===== src/rtl/pc_fetch_unit.sv =====
// Instruction fetch front end: issues one memory request at a time and buffers up to
// two {instr, pc} pairs for the decoder. Handles branch/jalr redirects with stale-response discard.
//
// state | meaning
// IDLE  | one cycle after reset, no request
// FETCH | issue a request at pc when the buffer has room
// WAIT  | one request outstanding, waiting for imem_rvalid
module pc_fetch_unit #(
  parameter logic [31:0] RESET_PC = 32'hBFC0_0000
) (
  input  logic        clk,
  input  logic        rst,
  output logic        imem_req,
  output logic [31:0] imem_addr,
  input  logic        imem_rvalid,
  input  logic [31:0] imem_rdata,
  output logic        instr_valid,
  output logic [31:0] instr,
  output logic [31:0] instr_pc,
  input  logic        instr_ready,
  input  logic        redirect,
  input  logic [1:0]  pcsrc,
  input  logic [31:0] redirect_pc,
  input  logic [31:0] immext,
  input  logic [31:0] alu_result
);

  typedef enum logic [1:0] {
    IDLE  = 2'd0,
    FETCH = 2'd1,
    WAIT  = 2'd2
  } state_t;

  state_t      state, state_nxt;
  logic [31:0] pc, pc_nxt;
  logic        discard, discard_nxt;
  logic [1:0]  count, count_nxt;
  logic        rd_ptr, rd_ptr_nxt;
  logic        wr_idx;
  logic        push, pop, redir_eff;
  logic [31:0] redir_tgt;
  logic [31:0] buf_instr [2];
  logic [31:0] buf_pc    [2];

  assign imem_addr   = pc;
  assign instr_valid = (count != 2'd0);
  assign instr       = buf_instr[rd_ptr];
  assign instr_pc    = buf_pc[rd_ptr];
  assign wr_idx      = rd_ptr ^ (count == 2'd1);

  always_comb begin
    state_nxt   = state;
    pc_nxt      = pc;
    discard_nxt = discard;
    imem_req    = 1'b0;
    push        = 1'b0;
    redir_eff   = redirect && ((pcsrc == 2'b01) || (pcsrc == 2'b10));
    redir_tgt   = (pcsrc == 2'b10) ? (alu_result & 32'hFFFF_FFFE)
                                   : (redirect_pc + immext);
    case (state)
      IDLE: state_nxt = FETCH;
      FETCH: begin
        if (count < 2'd2) begin
          imem_req  = 1'b1;
          state_nxt = WAIT;
          if (redir_eff) discard_nxt = 1'b1;
        end
      end
      WAIT: begin
        if (imem_rvalid) begin
          // a response that crosses a redirect (same cycle or earlier) is dropped
          state_nxt   = FETCH;
          discard_nxt = 1'b0;
          if (!discard && !redir_eff) begin
            push   = 1'b1;
            pc_nxt = pc + 32'd4;
          end
        end else if (redir_eff) begin
          discard_nxt = 1'b1;
        end
      end
      default: state_nxt = IDLE;
    endcase
    if (redir_eff) pc_nxt = redir_tgt;

    pop        = instr_valid && instr_ready;
    count_nxt  = count;
    rd_ptr_nxt = rd_ptr;
    if (redir_eff) begin
      count_nxt = 2'd0;
    end else begin
      if (pop) rd_ptr_nxt = ~rd_ptr;
      if (push && !pop)      count_nxt = count + 2'd1;
      else if (pop && !push) count_nxt = count - 2'd1;
    end
  end

  always_ff @(posedge clk) begin
    if (rst) begin
      state   <= IDLE;
      pc      <= RESET_PC;
      discard <= 1'b0;
      count   <= 2'd0;
      rd_ptr  <= 1'b0;
    end else begin
      state   <= state_nxt;
      pc      <= pc_nxt;
      discard <= discard_nxt;
      count   <= count_nxt;
      rd_ptr  <= rd_ptr_nxt;
    end
  end

  always_ff @(posedge clk) begin
    if (push) begin
      buf_instr[wr_idx] <= imem_rdata;
      buf_pc[wr_idx]    <= pc;
    end
  end

endmodule


===== config.mk =====
export PLATFORM = sky130hd
export DESIGN_NAME = pc_fetch_unit
export DESIGN_NICKNAME = d
export VERILOG_FILES = /design/src/rtl/pc_fetch_unit.sv
export SDC_FILE = /design/constraint.sdc
export NUM_CORES = 1
export LEC_CHECK = 0
export ABC_AREA = 1
export CAP_MARGIN = 20
export CORE_MARGIN = 4
export CORE_UTILIZATION = 55
export CTS_CLUSTER_DIAMETER = 60
export DETAILED_ROUTE_END_ITERATION = 12
export GPL_ROUTABILITY_DRIVEN = 1
export PLACE_DENSITY = 0.87
export REMOVE_ABC_BUFFERS = 1
export SYNTH_ARGS = -nofsm -noshare
export SYNTH_HDL_FRONTEND = slang
export SYNTH_SLANG_ARGS = --single-unit

===== constraint.sdc =====
create_clock -name clk -period 10.9 [get_ports clk]
set_clock_uncertainty 0.2 [all_clocks]
set_input_delay 1.635 -clock clk [delete_from_list [all_inputs] [get_ports clk]]
set_output_delay 1.635 -clock clk [all_outputs]
set_load 0.05 [all_outputs]

# Yosys cells after proc, flatten, opt, wreduce, memory -nomap -nowiden

Memories as Yosys holds them, arrays and structs flattened. A register that Yosys moved wholly into a read port is not among the register bits.
Cells that the tools add are included.

$add $sub $neg: 4
Multipliers: 0
Div/mod/pow operators: 0
Magnitude comparators: 1
Equality and inequality tests: 7
Shifts and indexed selects: 0
Multiplexer cells: 25
Bitwise logic cells: 3
Reductions and logical operators: 22

Operators with widths:

| cell                  | number |
|---|---|
| $mux 32               | 5 |
| $add 32x3->32 const B | 1 |
| $add 32x32->32        | 1 |
| $mux 1                | 14 |
| $reduce_bool 2->1     | 6 |
| $mux 2                | 4 |
| $eq 2x1->1 const B    | 3 |
| $pmux 2 s3            | 1 |
| $reduce_and 2->1      | 3 |
| $logic_and 1x1->1     | 5 |
| $eq 2x2->1 const B    | 2 |
| $logic_not 1->1       | 4 |
| $ne 2x2->1 const B    | 2 |
| $reduce_and 3->1      | 1 |
| $add 2x1->2 const B   | 1 |
| $logic_not 2->1       | 1 |
| $lt 2x2->1 const B    | 1 |
| $not 1->1             | 2 |
| $pmux 1 s2            | 1 |
| $reduce_or 2->1       | 1 |
| $sub 2x1->2 const B   | 1 |
| $logic_or 1x1->1      | 1 |
| $xor 1x1->1           | 1 |

Flip-flop bits (word level): 38
Latch bits: 0
Memory bits (writable): 128
Memory bits (read-only): 0
Bits of input ports: 135
Output and inout bits: 98
Memories kept: 2

Memories:

| memory    | words | width | rd ports | clocked after Yosys merged registers in | wr ports | RTL line | source |
|---|---|---|---|---|---|---|---|
| buf_instr | 2     | 32    | 1        | 1                                       | 1        | 42       | `logic [31:0] buf_instr [2];` |
| buf_pc    | 2     | 32    | 1        | 1                                       | 1        | 43       | `logic [31:0] buf_pc [2];` |

# Depth between registers and ports, before layout

Depth after elaboration: 12
Mapped depth: 16

# Worst setup path after synthesis

No wires, ideal clock.

Path type: input -> register
Start point: input pcsrc[0]
End point: memory buf_instr[0][0], enable pin
Arrival time: 7.092 ns
Required time: 10.122 ns
Setup slack: 3.030 ns
Cell stages on the path: 6
Cell sequence: inv_1 ha_1 nor2_1 clkbuf_1 buf_1 nor3b_1

Word-level cells in the longest chain between the ends: 10

Ends and longest elaborated chain:

| what                                     | RTL line | source |
|---|---|---|
| start: declaration                       | 22       | `input logic [1:0] pcsrc,` |
| $eq 2x1->1 or $eq 2x2->1 (tied branches) | 57       | `redir_eff = redirect && ((pcsrc == 2'b01) \|\| (pcsrc == 2'b10));` |
| $logic_or 1x1->1 *                       | 57       |  |
| $logic_and 1x1->1 *                      | 57       |  |
| $logic_not 1->1 *                        | 74       | `if (!discard && !redir_eff) begin` |
| $logic_and 1x1->1 *                      | 74       |  |
| $mux 1 *                                 | 74       |  |
| $mux 1 *                                 | 70       | `if (imem_rvalid) begin` |
| $mux 1 *                                 | 60       | `case (state)` |
| $mux 1 *                                 | 115      | `if (push) begin` |
| $mux 1 (not written as such) *           | 116      | `buf_instr[wr_idx] <= imem_rdata;` |
| end: declaration                         | 42       |  |

Mark *: on every way between the ends. The rest lies on a longest branch, timed or not.

==> impl_summary.log <==
[metrics] crit path launch type: register
[metrics] total clock buffers created by CTS: 17
[metrics] total inserted antenna cells: 0
[metrics] Setup CP Type: register to primary output
[metrics] power density over cell area: around 140 nW/µm²
[metrics] hold_buf cts: 0
[metrics] CTS root buffer: clkbuf_16
[metrics] Core Footprint: approximately 17000 µm²
[metrics] clock tree buffer depth: 2
[metrics] clock latency of the later-clocked register in the worst-skew pair: 0.42 ns
[metrics] number of cells upsized or downsized after cts: 0
[metrics] Top delay family on crit path: buffers and inverters
[metrics] routed vias: around 8.6k
[metrics] Final Setup Violations: 0
[metrics] I/O pin count: about 230
[metrics] setup repair after global routing missed its margin: false
[metrics] die extent in y: 141.3 µm
[metrics] hold crit path type: register to register
[metrics] per-cell routed wire length: 15.95 µm
[metrics] slew at the pin with the worst max-slew slack: 0.8712 ns
[metrics] critical path peak fanout: 54
[metrics] pre-CTS worst setup slack: around 6.5 ns
[metrics] minimum period implied by the final worst setup slack: roughly 4.5 ns
[metrics] WL final: 25950 µm
[metrics] EDFF count, synth: ~130
[metrics] H-tree lvl count: 4
[metrics] chip width: ~140 µm
[metrics] # rows: 48
[metrics] Syn. warnings: 0
[metrics] initial cell density of the core: between 50% and 60%
[metrics] clock sink count: 167
[metrics] number of cells on the worst hold path: 0
[metrics] final cycle utilization of the critical path: 41.73%
[metrics] async set-reset flop share out of synthesis: 0%
[metrics] largest net degree at the start of global routing: 65
[metrics] Min Hold Slack: approximately 0.29 ns
[metrics] fraction of final layout cells with drive strength greater than 1: a little over 8%
[metrics] fill cell count: around 1.3k
[metrics] power after layout: approximately 1.7 mW
[metrics] worst rel slew slack: 41.92%
[metrics] reg2reg end: imem_addr[2]
[metrics] synthesized area divided by synthesized cell count: around 8.4 µm²
[metrics] critical path's slowest cell: clkdlybuf4s50_1
[metrics] count of cells along the worst register-to-register path: 7
[metrics] CTS tree: yes
[metrics] vias in the first global route: roughly 8.3k
[metrics] count of cell types in the netlist: 43
[metrics] total gr overflow: 0
[metrics] reg-to-reg setup timing slack: 8.33 ns
[metrics] First-pass DRT Iterations: 6
[metrics] maximum cell stage delay along the critical path: ~0.72 ns
[metrics] number of remaining DRC errors: 0
[metrics] HPWL reported at the end of detailed placement: 19530 µm
[metrics] Req. time, crit path: approximately 9.1 ns
[metrics] final number of max-transition violations: 0
[metrics] Placer Congestion: between 0.9 and 1
[metrics] Fmax achieved: around 220 MHz
[metrics] sequential area share after synthesis: between 40% and 50%
[metrics] Core Util, Final: between 70% and 80%
[metrics] Crit Reg-Reg Startpoint: state[1]
[metrics] die outline area: ~20000 µm²
[metrics] vias per std cell: around 5.3
[metrics] crit end category: primary output
[metrics] Iteration-0 DRC Markers: 509
[metrics] max-cap violation count: 0
[metrics] instance count of the mapped netlist: 1162
[metrics] GRT Total Usage: between 20 and 30%
[metrics] number of buffers added on ports: 231
[metrics] Post-layout nets: ~1.6k
[metrics] summed instance area of the synthesized netlist: ~9800 µm²
[metrics] maximum vdd drop: around 140 µV
[metrics] Primary FF master, synth: edfxtp_1
[metrics] antenna violations before repair: 0
[metrics] first-pass GRT wire length: slightly above 40000 µm
[metrics] launch instance of the worst min-delay path: imem_addr[31]
[metrics] register clock-pin slew on the reported worst setup and hold paths: 0.07 ns
[metrics] Layout area overhead: 31.70%
[metrics] critical path arrival: 2.71 ns
[metrics] number of routed nets with antenna violations: 0
[metrics] total buffers and inverters traversed by the critical path: 2
[metrics] reported leakage power: between 5 and 6 nW
[metrics] Total Negative Setup Slacks: 0 ns
[metrics] run status: finished, final reports clean
[metrics] min setup slack post-route: about 6.4 ns
[metrics] critical path, cell by cell: buf_4 -> mux2_2 -> clkdlybuf4s50_1
[metrics] Worst Hold End: buf_pc[1][31]
[metrics] number of synthesized register bits: roughly 170
[metrics] post-CTS setup-driven buffer insertion count: 0
[metrics] final number of hold-violating endpoints: 0
-- routing by layer --
metal | vias up | track usage (%) | part of all wire [%]
met5 | - | 0 | 0
met4 | 0 | 7.853 | 2.5
met3 | 42 | 4.516 | 7.2
met2 | 363 | 45.85 | 50
met1 | 3970 | 31.78 | 41
li1 | 4258 | - | -
-- cell type report --
type | count | area [µm²] | area share [%]
clock buffers | 17 | 425.4 | 3.303
clock inverters | 15 | 147.6 | 1.146
inverters | 166 | 623.1 | 4.838
multi-input cells | 800 | 4419 | 34.31
flip-flops and latches | 167 | 4626 | 35.91
well taps | 225 | 281.5 | 2.186
repair buffers | 237 | 2357 | 18.30
-- how the worst max path moves through the flow --
stage,from,end,slack (ns),depth (start not counted)
final,register,instr_pc[20],6.35,3
after global placement,redirect_pc[0],imem_addr[14],6.56,12
after CTS,register,instr[29],6.32,3
after floorplan,pcsrc[0],buf_instr[0][0],3.26,4
after detailed placement,redirect_pc[0],imem_addr[14],6.54,12
after global routing,register,instr[29],6.25,3
-- through the flow --
stage	instance area, µm²	cells
3_5_place_dp	12310	1595
5_1_grt	12880	1627
6_report	12880	1627
3_3_place_gp	12310	1595
4_1_cts	12880	1627
2_1_floorplan	9657	1133
-- kinds of logic after synthesis --
group | Yosys count | share of synthesized area [%]
simple gates | 540 | 22.89
buf+inv | 195 | 7.625
flops | 167 | 47.29
compound gates | 122 | 6.704
mux | 64 | 7.369
xor+xnor | 37 | 3.314
fa+ha+maj | 37 | 4.811
-- report_power, final --
group / internal, mW / switching (mW)
registers: 0.711 / 0.0299
clock network: 0.305 / 0.266
logic: 0.169 / 0.267
total: 1.18 / 0.562
-- state kept, by name (all words and copies together), names as in the netlist, named ones only --
name       flops
buf_instr     64
rd_ptr         1
discard        1
imem_addr     32
count          2
buf_pc        64
state          2
-- synthesized netlist by cell type (all sizes together) (2+ instances only) --
master	instances	area [µm²]
clkbuf	24	90.09
a21oi	42	210.2
ha	36	450.4
o211ai	8	60.06
a221oi	2	17.52
o21ai	61	305.3
nand2	328	1244
buf	5	32.53
xor2	28	245.2
nand3	59	305.3
dfxtp	39	780.8
edfxtp	128	3844
nor3	16	96.35
inv	165	619.3
nor2	119	462.9
a31oi	4	25.02
xnor2	9	78.83
mux2	64	720.7
nor4	3	18.77
and2	3	18.77
o21bai	2	15.01
nand4	8	65.06
-- layout by cell type (no fill, tap or decap), types with 2 or more instances in the layout --
| master | count |
|---|---|
| buf_4 | 6 |
| xnor2_1 | 9 |
| edfxtp_1 | 128 |
| nor2_1 | 118 |
| ha_1 | 36 |
| clkdlybuf4s50_1 | 231 |
| o21bai_1 | 2 |
| inv_8 | 5 |
| o21ai_1 | 2 |
| xor2_1 | 28 |
| nor3_1 | 13 |
| nand3_2 | 2 |
| clkbuf_16 | 17 |
| inv_6 | 5 |
| and2_1 | 3 |
| a21oi_1 | 42 |
| inv_1 | 164 |
| nand2_1 | 325 |
| nor4_1 | 3 |
| nor3_2 | 2 |
| o211ai_1 | 8 |
| nand3_1 | 57 |
| nand4_1 | 7 |
| a221oi_1 | 2 |
| dfxtp_1 | 38 |
| nand2_2 | 2 |
| a31oi_1 | 4 |
| clkinvlp_4 | 3 |
| mux2_2 | 64 |
| o21ai_0 | 59 |
-- worst reg2reg max path, cell delays in order (launching register included) --
cell      delay [ns]
dfxtp_1         0.33
inv_1           0.05
nor2_1          0.20
nand3_2         0.38
nand2_1         0.33
buf_4           0.40
inv_1           0.22
a221oi_1        0.35
No activity file was read; power rests on OpenSTA's default activity.
==> RTL change 1, RTL diff (same flow settings) <==
Make the reset (`rst`) asynchronous in one clocked block.
--- a/src/rtl/pc_fetch_unit.sv
+++ b/src/rtl/pc_fetch_unit.sv
@@ -97,3 +97,3 @@
 
-  always_ff @(posedge clk) begin
+  always_ff @(posedge clk or posedge rst) begin
     if (rst) begin
Function: differs if rst is asserted again (counterexample within 4 cycles, from zero or initial values and one cycle with rst high); with rst held inactive, the same outputs for 4 cycles.
==> RTL change 1 against the unedited design <==
- critical path depth rose by 1
- worst hold slack gained 0.036 ns
- cell area increased by 0.56%
- non-clock buffer count stayed put
- area after synthesis about the same
- critical endpoint is now instr_pc[11]
- sequential share of layout area is 1.2 points higher
- sequential cell count fell by 1
- wire length up 5.4%
- setup slack improved by 0.19 ns
Power is not compared: it rests on default switching activity, and its combinational part moved more than twofold at a synthesized area within 25%.
==> RTL change 1: results (changes against the unedited design) <==
stage,metric,value,unit,change
timing,slew margin rel.,28.6,%,-13 points
worst_hold_path,Hold Startpoint,state[0],,
worst_setup_path,Crit Reg-Reg Endpoint,imem_addr[14],,
clock_tree,clock transition at the registers of the reported paths,0.07,ns,about the same
place,dpl hpwl,19900,um,+1.7%
route,Iter 0 DRT Violations,617,,+21%
clock_tree,CTS Root Cell,clkbuf_16,,
yosys,largest cells by area after synthesis,"edfxtp_1, nand2_1, dfrtp_1",,
worst_setup_path,"slowest stage delay, CP",0.85,ns,+0.13 ns
route,vias post-DR,8874,,+2.8%
global_route,largest net degree at the start of global routing,67,,+3.1%
clock_tree,clock latency on the worst-skew pair,0.43,ns,
run_status,status,completed,,
timing,"Setup violations, final",0,,unchanged
yosys,sequential area share after synthesis,49.1,%,+1.8 points
cells_and_area,layout cells sized above 1,6.70,%,-1.6 points
global_route,vias in the first global route,8551,,+2.6%
yosys,Cells after Synth,1223,,+5.2%
yosys,Ys Warns,0,,unchanged
yosys,Post-synth EDFFs,128,,unchanged
route,Vias/cell,5.26,,-0.86%
global_route,first-pass GRT wire length,42900,um,+3.6%
place,port buffer count,231,,unchanged
worst_setup_path,register-to-register path setup slack,8.10,ns,-0.23 ns
worst_hold_path,hold-critical path depth,1,,+1
clock_tree,Max Buffers Root-to-Sink,2,,unchanged
cells_and_area,fill count,1265,,-0.63%
route,final wirelength,27300,um,+5.4%
place,DP Cell Count,1654,,+3.7%
worst_hold_path,Hold Crit Class,register to register,,
place,gpl congestion,0.895,,-7.8%
worst_setup_path,Crit Path Max Fanout,66,,+22%
worst_setup_path,worst-case reg-to-reg path depth,9,,+2
route,DRT Pass-1 Iters,5,,-1
yosys,synth cell count leaders,"nand2_1, nor2_1, edfxtp_1",,
global_route,Total GRT Usage,27.0,%,+1.3 points
yosys,fraction of registers with async set/reset,22.9,%,+23 points
worst_setup_path,Worst R2R Start,state[1],,
yosys,Netlist cell types,39,,-9.3%
yosys,Synth top area share,39.3,%,about the same
timing,final hold slack,0.321,ns,+0.0357 ns
cells_and_area,nets@finish,1620,,+3.8%
worst_hold_path,hold worst-path end,state[0],,
## RTL change 1: cell types whose count changed after synthesis, moves of 10 or more
| cell | delta |
|---|---|
| nand2_1 | +140 |
| mux2_2 | -64 |
| inv_1 | -50 |
| dfxtp_1 | -39 |
| dfrtp_1 | +29 |
| nor2_1 | +24 |
| o21ai_0 | -17 |
| nand2_2 | +11 |
| nand3_1 | -10 |
## RTL change 1: area by class of cell
type	instances	area (sq um)	share of cell area (%)
Tap cell	225	282	2.17
Clock inverter	14	190	1.47
Clock buffer	18	429	3.31
Inverter	123	462	3.56
Multi-Input combinational cell	904	4410	34.1
Sequential cell	166	4810	37.1
Timing Repair Buffer	237	2370	18.3
## RTL change 1: logic make-up (layout without fill, tap and decap cells)
family,after synthesis,in the layout,share of synthesized area [%]
AOI/OAI and AO/OA,121,121,6.94
buffers and inverters,153,392,5.96
DFF,166,166,49.1
adders and majority gates,36,36,4.68
xor gates and xnor gates,34,34,3.04
and+or+nand+nor,713,713,30.3
## RTL change 1: per-stage QoR
step	setup slack, ns	area [sq um]
after floorplan	5.23	9670
after global placement	6.28	12300
after detailed placement	6.25	12300
after CTS	6.28	12900
after global routing	6.44	13000
final	6.54	13000
## RTL change 1: routing by layer
metal	track usage, %	share of wire, %	vias to the layer above
met5	0	0	-
met2	47.4	49	362
met4	7.83	2.2	0
li1	-	-	4412
met3	5.49	7.8	41
met1	33.9	41	4059
## RTL change 1: power groups by stage
stage	Clock, uW	Combinational [uW]	Sequential [uW]
finish	632	1500	910
global route	667	1600	922
CTS	636	1490	907
detailed placement	0	1480	918
global placement	0	1460	912
floorplan	0	805	1070
## RTL change 1: worst max-delay path by stage
stage                            from         endpoint  slack [ns]
after global routing           rd_ptr     instr_pc[11]        6.44
after CTS                      rd_ptr        instr[10]        6.28
after global placement       pcsrc[0]     imem_addr[5]        6.28
after detailed placement     pcsrc[0]     imem_addr[6]        6.25
after floorplan           imem_rvalid  buf_instr[0][0]        5.23
final                          rd_ptr     instr_pc[11]        6.54
## RTL change 1: critical path, delay by kind of cell (launching register included)
family | cells | cell delay (ns)
buffers and inverters | 2 | 1.42
DFF | 1 | 0.37
and+or+nand+nor | 2 | 0.27
==> RTL change 2, RTL diff (same flow settings) <==
Made on the original files. `RESET_PC`: 32'hBFC0_0000 -> 32'h8FD00000.
--- a/src/rtl/pc_fetch_unit.sv
+++ b/src/rtl/pc_fetch_unit.sv
@@ -8,3 +8,3 @@
 module pc_fetch_unit #(
-  parameter logic [31:0] RESET_PC = 32'hBFC0_0000
+  parameter logic [31:0] RESET_PC = 32'h8FD00000
 ) (
Behaviour: not the same (a bounded check fails within 4 cycles, from zero or initial values and one cycle with rst high).
==> RTL change 2 against the unedited design <==
- sequential cell count is the same
- sequential power is essentially flat
- setup slack gained 0.062 ns
- area after synthesis grew 0.20%
- power grew 3.2%
- wire length grew 5.2%
- cell area grew 0.43%
==> RTL change 2: results (changes against the unedited design) <==
stage,metric,value,unit,change
run_status,status,completed,,
place,dpl hpwl,20100,um,+3.0%
worst_setup_path,Crit Path Max Fanout,60,,+11%
route,Routed WL per cell,16.8,um,+5.2%
cells_and_area,layout cells sized above 1,9.06,%,+0.79 points
worst_setup_path,"slowest stage delay, CP",0.74,ns,+0.02 ns
route,DR WL met2,13600,um,+5.1%
global_route,vias in the first global route,8463,,+1.5%
route,met3 routed WL,2020,um,+8.2%
route,Met1 Wirelength,11000,um,+4.3%
pwr,Lkg Pwr,0.00561,uW,-0.76%
pwr,Sw Pwr,557,uW,-0.96%
place,dpl cell area,12300,sq um,+0.10%
cells_and_area,fill count,1308,,+2.7%
yosys,largest cells by area after synthesis,"edfxtp_1, nand2_1, dfxtp_1",,
route,vias post-DR,8667,,+0.39%
place,dpl ws,6.45,ns,-0.0814 ns
yosys,sequential area share after synthesis,47.2,%,-0.097 points
place,gpl congestion,0.897,,-7.7%
global_route,Total GRT Usage,27.0,%,+1.3 points
yosys,synth cell count leaders,"nand2_1, inv_1, edfxtp_1",,
route,Iter 0 DRT Violations,585,,+15%
pwr,Max IR drop VDD,110,uV,-20%
global_route,first-pass GRT wire length,43100,um,+3.9%
timing,slew margin rel.,40.4,%,-1.5 points
clock_tree,clock transition at the registers of the reported paths,0.07,ns,about the same
worst_setup_path,WP data arrival,2.65,ns,-0.06 ns
route,DRT Pass-1 Iters,5,,-1
cells_and_area,nets@finish,1560,,-0.064%
-- RTL change 2: cell count changes after synthesis, sizes merged, moves of 4 or more --
cell    before  now
nand2      328  311
a21oi       42   53
xor2        28   23
clkbuf      24   20
nand3       59   63
-- RTL change 2: layer usage --
layer  track usage [%]  vias to the layer above
li1                  -                     4264
met1              33.3                     3963
met2              48.6                      388
met3              3.94                       52
met4              8.99                        0
met5                 0                        -
-- RTL change 2: through the flow --
step | total power [uW] | util (%) | hold WS, ns | cells
detailed placement | 1180 | 71.0 | 0.280 | 1594
global placement | 1170 | 71.0 | 0.263 | 1594
CTS | 1810 | 74.5 | 0.295 | 1626
finish | 1800 | 74.5 | 0.295 | 1626
global route | 1880 | 74.5 | 0.314 | 1626
floorplan | 1020 | - | 0.244 | 1132
-- RTL change 2: kinds of logic (layout without fill, tap and decap cells) --
family / after synthesis / in the layout / synth area share (%)
AO/OA/AOI/OAI: 134 / 134 / 7.38
XOR/XNOR: 31 / 31 / 2.77
adder cells (fa/ha/maj): 37 / 37 / 4.80
buffers and inverters: 195 / 436 / 7.72
flip-flops: 167 / 167 / 47.2
multiplexers: 64 / 64 / 7.35
AND/OR/NAND/NOR: 532 / 532 / 22.8
-- RTL change 2: final timing paths --
| check | startpoint | to | slack [ns] | depth (start not counted) |
|---|---|---|---|---|
| worst min register to register | imem_addr[31] | buf_pc[0][31] | 0.30 | 0 |
| worst min-delay path | imem_addr[31] | buf_pc[0][31] | 0.30 | 0 |
| worst max register to register | state[1] | imem_addr[11] | 7.99 | 7 |
| worst max-delay path | register | instr_pc[8] | 6.41 | 3 |
-- RTL change 2: final cells by class --
class                   instances  area share (%)
inverters                     167            4.85
clock buffers                  17            3.29
flip-flops and latches        167            35.8
multi-input cells             798            34.2
well taps                     225            2.18
clock inverters                15            1.47
repair buffers                237            18.2
-- RTL change 2: power groups by stage --
stage	sequential (uW)	clock (uW)	combinational (uW)
3_5_place_dp	752	0	433
5_1_grt	742	663	474
6_report	739	625	437
2_1_floorplan	789	0	232
3_3_place_gp	749	0	425
4_1_cts	739	631	437
-- RTL change 2: critical path, delay by kind of cell (launching register included) --
| kind | cells | cell delay, ns |
|---|---|---|
| buffers and inverters | 2 | 1.39 |
| flip-flops | 1 | 0.39 |
| multiplexers | 1 | 0.43 |
